--- config.mk ---
export PLATFORM = sky130hd
export DESIGN_NAME = serial_pattern_gen
export DESIGN_NICKNAME = d
export VERILOG_FILES = /design/src/rtl/serial_pattern_gen.sv
export SDC_FILE = /design/constraint.sdc
export NUM_CORES = 1
export LEC_CHECK = 0
export BUFFER_PORTS_ARGS = -buffer_cell sky130_fd_sc_hd__buf_2
export CORE_MARGIN = 3
export CORE_UTILIZATION = 49
export DETAILED_ROUTE_END_ITERATION = 16
export PLACE_DENSITY_LB_ADDON = 0.2
export SYNTH_ARGS = -nofsm -noshare
export SYNTH_HDL_FRONTEND = slang
export SYNTH_SLANG_ARGS = --single-unit
--- constraint.sdc ---
create_clock -name clk -period 3.9 [get_ports clk]
set_clock_uncertainty 0.05 [all_clocks]
set_input_delay 0.78 -clock clk [delete_from_list [all_inputs] [get_ports clk]]
set_output_delay 0.78 -clock clk [all_outputs]
set_load 0.01 [all_outputs]
--- src/rtl/serial_pattern_gen.sv ---
// Parallel-to-serial word generator: one bit per cycle, MSB or LSB first.
// Latency: first bit on serial_out the cycle after the accepting edge; all outputs registered.
// Backpressure: load is only taken in IDLE (ready=1); load while busy is ignored.
// Optional even-parity trailer bit is compiled in with `define SERIAL_PARITY_EN.
module serial_pattern_gen #(
   parameter int WIDTH     = 8,
   parameter int MSB_FIRST = 1
) (
   input  logic             clk,
   input  logic             reset,
   input  logic             load,
   input  logic [WIDTH-1:0] data_in,
   output logic             ready,
   output logic             serial_out,
   output logic             serial_valid,
   output logic             done
);

   localparam int             CW   = $clog2(WIDTH);
   localparam logic [CW-1:0]  LAST = CW'(WIDTH - 1);

`ifdef SERIAL_PARITY_EN
   typedef enum logic [1:0] {IDLE = 2'd0, SHIFT = 2'd1, PARITY = 2'd2} state_t;
`else
   typedef enum logic {IDLE = 1'b0, SHIFT = 1'b1} state_t;
`endif

   state_t           state, state_nxt;
   logic [WIDTH-1:0] shreg, shreg_nxt;
   logic [CW-1:0]    cnt, cnt_nxt;
   logic             so_nxt, sv_nxt, done_nxt, ready_nxt;
`ifdef SERIAL_PARITY_EN
   logic             par_q, par_nxt;
`endif

   // State register; reset aborts any frame in flight.
   always_ff @(posedge clk) begin
      if (reset) state <= IDLE;
      else       state <= state_nxt;
   end

   // Next-state: accept in IDLE, leave SHIFT after the last data bit.
   always_comb begin
      state_nxt = state;
      case (state)
         IDLE:  if (load) state_nxt = SHIFT;
`ifdef SERIAL_PARITY_EN
         SHIFT: if (cnt == LAST) state_nxt = PARITY;
         PARITY: state_nxt = IDLE;
`else
         SHIFT: if (cnt == LAST) state_nxt = IDLE;
`endif
         default: state_nxt = IDLE;
      endcase
   end

   // Output/datapath next values: outputs are registered, so each cycle
   // computes what the line must carry in the following cycle.
   always_comb begin
      shreg_nxt = shreg;
      cnt_nxt   = cnt;
      so_nxt    = 1'b0;
      sv_nxt    = 1'b0;
      done_nxt  = 1'b0;
      ready_nxt = (state_nxt == IDLE);
`ifdef SERIAL_PARITY_EN
      par_nxt   = par_q;
`endif
      case (state)
         IDLE: begin
            if (load) begin
               shreg_nxt = data_in;
               cnt_nxt   = '0;
               so_nxt    = (MSB_FIRST != 0) ? data_in[WIDTH-1] : data_in[0];
               sv_nxt    = 1'b1;
`ifdef SERIAL_PARITY_EN
               par_nxt   = ^data_in;
`endif
            end
         end
         SHIFT: begin
            if (cnt != LAST) begin
               // shreg's head bit is on the line now; expose the next one.
               cnt_nxt = cnt + 1'b1;
               sv_nxt  = 1'b1;
               if (MSB_FIRST != 0) begin
                  so_nxt    = shreg[WIDTH-2];
                  shreg_nxt = {shreg[WIDTH-2:0], 1'b0};
               end else begin
                  so_nxt    = shreg[1];
                  shreg_nxt = {1'b0, shreg[WIDTH-1:1]};
               end
`ifndef SERIAL_PARITY_EN
               done_nxt = (cnt == LAST - 1'b1);
`endif
            end else begin
`ifdef SERIAL_PARITY_EN
               // Trailer bit ends the frame instead of the last data bit.
               so_nxt   = par_q;
               sv_nxt   = 1'b1;
               done_nxt = 1'b1;
`endif
            end
         end
         default: ;
      endcase
   end

   // Datapath and registered outputs.
   always_ff @(posedge clk) begin
      if (reset) begin
         shreg        <= '0;
         cnt          <= '0;
         serial_out   <= 1'b0;
         serial_valid <= 1'b0;
         done         <= 1'b0;
         ready        <= 1'b1;
`ifdef SERIAL_PARITY_EN
         par_q        <= 1'b0;
`endif
      end else begin
         shreg        <= shreg_nxt;
         cnt          <= cnt_nxt;
         serial_out   <= so_nxt;
         serial_valid <= sv_nxt;
         done         <= done_nxt;
         ready        <= ready_nxt;
`ifdef SERIAL_PARITY_EN
         par_q        <= par_nxt;
`endif
      end
   end

endmodule

==> impl_metrics.ini <==
[status]
outcome = finished, final reports clean

[cells_and_area]
syn2layout_area_growth_pct = 13.7
fin_nets = 95
multi_input_area_um2 = 352
layout-drive-gt1-share_pct = 32.9
num_antenna_cells = 0
seq_area_um2 = 280
fillers = 111

[logic_synthesis]
synth_compound_area_share_pct = 16.9
synth_top_family_by_area = simple AND/OR/NAND/NOR gates
synth_xor_area_share_pct = 0
ys_top_cells_by_area = dfxtp_1 (42%), a211oi_2 (9.4%), mux2i_1 (9.0%)
avgSynthCellArea_um2 = 10.3
ys_seq_area_share_pct = 41.9
synth_fa_ha_area_share_pct = 7.49
synth_cells = 65
synth_mux_area_share_pct = 8.99
yosysTopAreaCellShare_pct = 41.9
yosys.area_share.simple_pct = 19.3
yosysTopAreaCell = dfxtp_1
ys_warn_count = 0
syn_area_um2 = 668
ys_ff_latch = 14
synth.distinct_cells = 21
syn_nets = 80

[worst_setup_path]
worst-path-buf-inv = 1
critPathKind = reg -> out
crit_path_cell_trace = buf_2
slowest_stage = dfxtp_1
r2r_start = cnt[0]$_SDFFE_PP0P_
reg2reg_to = shreg[3]$_SDFFE_PP0P_
slowest_delay_ns = 0.69
cp-start-kind = flip-flop
cp.required_ns = 3.07
r2r_setup_slack_ns = 2.30
worstRegToRegCells = 5
cp.arrival_ns = 1.19
crit_family = flip-flops
cp-end-kind = primary output
crit_path_max_fanout = 15

[floorplanning]
core.rowCount = 12
dieHeight_um = 42.9
dieArea_um2 = 1840
ioPinCount = 15
core-area_um2 = 1190
dieWidth_um = 42.9
initial_core_util_pct = 56.3

[flow_run]
maxCapViolations = 0

[detailed_routing]
wl_per_cell_um = 12.3
vias = 494
wl_mm = 1.14
drc_errors = 0
drtIter0Drc = 2
via_per_inst = 5.31
drtPass1Iterations = 2
drtAntennaViolNets = 0

[place]
routabilityCongestion = 0.682
hpwl_um = 815
portBuffers = 14

[timing]
setup_viol = 0
hold_viol = 0
tns_ns = 0
maxSlewHeadroom_pct = 62.0
post-route-min-period_ns = 2.02
rsz0062_at_grt = no
final_max_slew_viol_count = 0
finalCritPeriodShare_pct = 51.9
tightest_slew_ns = 0.569
fmaxAchievable_ghz = 0.494

[worst_hold_path]
min_path_type = reg -> reg
hp-start = shreg[0]$_SDFFE_PP0P_
hold-path-endpoint = shreg[0]$_SDFFE_PP0P_
hold_depth = 2

[grt]
grt_pass1_vias = 454
antenna_found_initial = 0
grt_max_degree = 16
track_usage_pct = 14.3
grt_pass1_wl_mm = 1.97
overflow = 0

[clock_network]
clock_latency_ns = 0.27
cts_tree = built
cts_resized = 0
clk_pin_slew_ns = 0.08
cts_buffer_depth = 2
htree_levels = 1
cts-root-buf = clkbuf_4
cts_setup_buffers = 0
numCtsBuffers = 3
hold_buffers = 0
clock_sinks = 14

[pwr]
p_per_area_nw_per_um2 = 415
ir_drop_v = 0.000192
power_mw = 0.315
p_leak_nw = 0.327
## cells in the mapped netlist
master	instances
nor2b_1	1
nor3_1	6
and4_1	1
nor2_1	2
buf_2	2
and2b_1	1
dfxtp_1	14
ha_1	4
o21ai_0	1
a211oi_1	2
nand2b_1	1
buf_6	2
mux2i_1	6
nand2_4	1
nand3_1	3
or2b_2	2
nand3b_1	1
a21oi_1	6
inv_1	1
nand2_1	3
a211oi_2	5
## stage by stage
step | std cells | util [%] | instance area (um2) | hold WS [ns] | setup WS [ns]
finish | 93 | 64.0 | 759 | 0.428 | 1.88
global route | 93 | 64.0 | 759 | 0.447 | 1.79
CTS | 93 | 64.0 | 759 | 0.430 | 1.85
detailed placement | 89 | 61.0 | 723 | 0.416 | 2.10
global placement | 89 | 61.0 | 723 | 0.410 | 2.15
floorplan | 65 | - | 668 | 0.398 | 2.43
## report_power, final
group | total [mW] | internal, mW | leakage (nW) | switching, mW
Clock | 0.103 | 0.0567 | 0.0210 | 0.0461
Combinational | 0.0487 | 0.0230 | 0.190 | 0.0257
Sequential | 0.163 | 0.154 | 0.115 | 0.00938
## cells by family after synthesis
group                      after synthesis
and+or+nand+nor                         22
adders and majority gates                4
buffers and inverters                    5
muxes                                    6
AOI/OAI and AO/OA                       14
DFF                                     14
## placed cells by master (no fill, tap or decap), drive strengths merged
cell	n
a21oi	6
and4	1
nand2b	1
and2b	1
a211oi	7
dfxtp	14
nor2b	1
nor3	6
o21ai	1
inv	1
buf	14
nor2	2
nand3	3
nand3b	1
mux2i	6
nand2	4
ha	4
or2b	2
clkbuf	4
## layout make-up
class	count	area share [%]
clock buffer	4	4.78
sequential	14	36.9
inverter	1	0.494
tap	14	2.31
timing repair buffer	14	9.23
multi-input combinational	46	46.3
## state kept, by name, indices dropped and copies added, names as in the netlist
register,cells
serial_valid,1
ready,1
shreg,7
cnt,3
done,1
serial_out,1
## per-layer routing
metal  global-route usage [%]  part of all wire, %  vias up
li1                         -                    -      264
met1                     17.9                   52      217
met2                     20.7                   41       11
met3                     4.66                  5.7        2
met4                     9.32                  1.2        0
met5                        0                    0        -
## worst max-delay path by stage
stage	start	end	slack, ns	cells after the start
floorplan	load	shreg[4]$_SDFFE_PP0P_	2.43	3
global placement	load	shreg[2]$_SDFFE_PP0P_	2.15	4
finish	serial_valid$_SDFF_PP0_	serial_valid	1.88	1
global route	serial_valid$_SDFF_PP0_	serial_valid	1.79	1
CTS	serial_valid$_SDFF_PP0_	serial_valid	1.85	1
detailed placement	load	shreg[1]$_SDFFE_PP0P_	2.10	4
## worst reg2reg max path: cells and delay by family (launching register included)
kind / cells / cell delay [ns]
simple gates: 2 / 0.50
fa+ha+maj: 2 / 0.42
flops: 1 / 0.35
compound gates: 1 / 0.21
(Power assumes the default switching activity.)
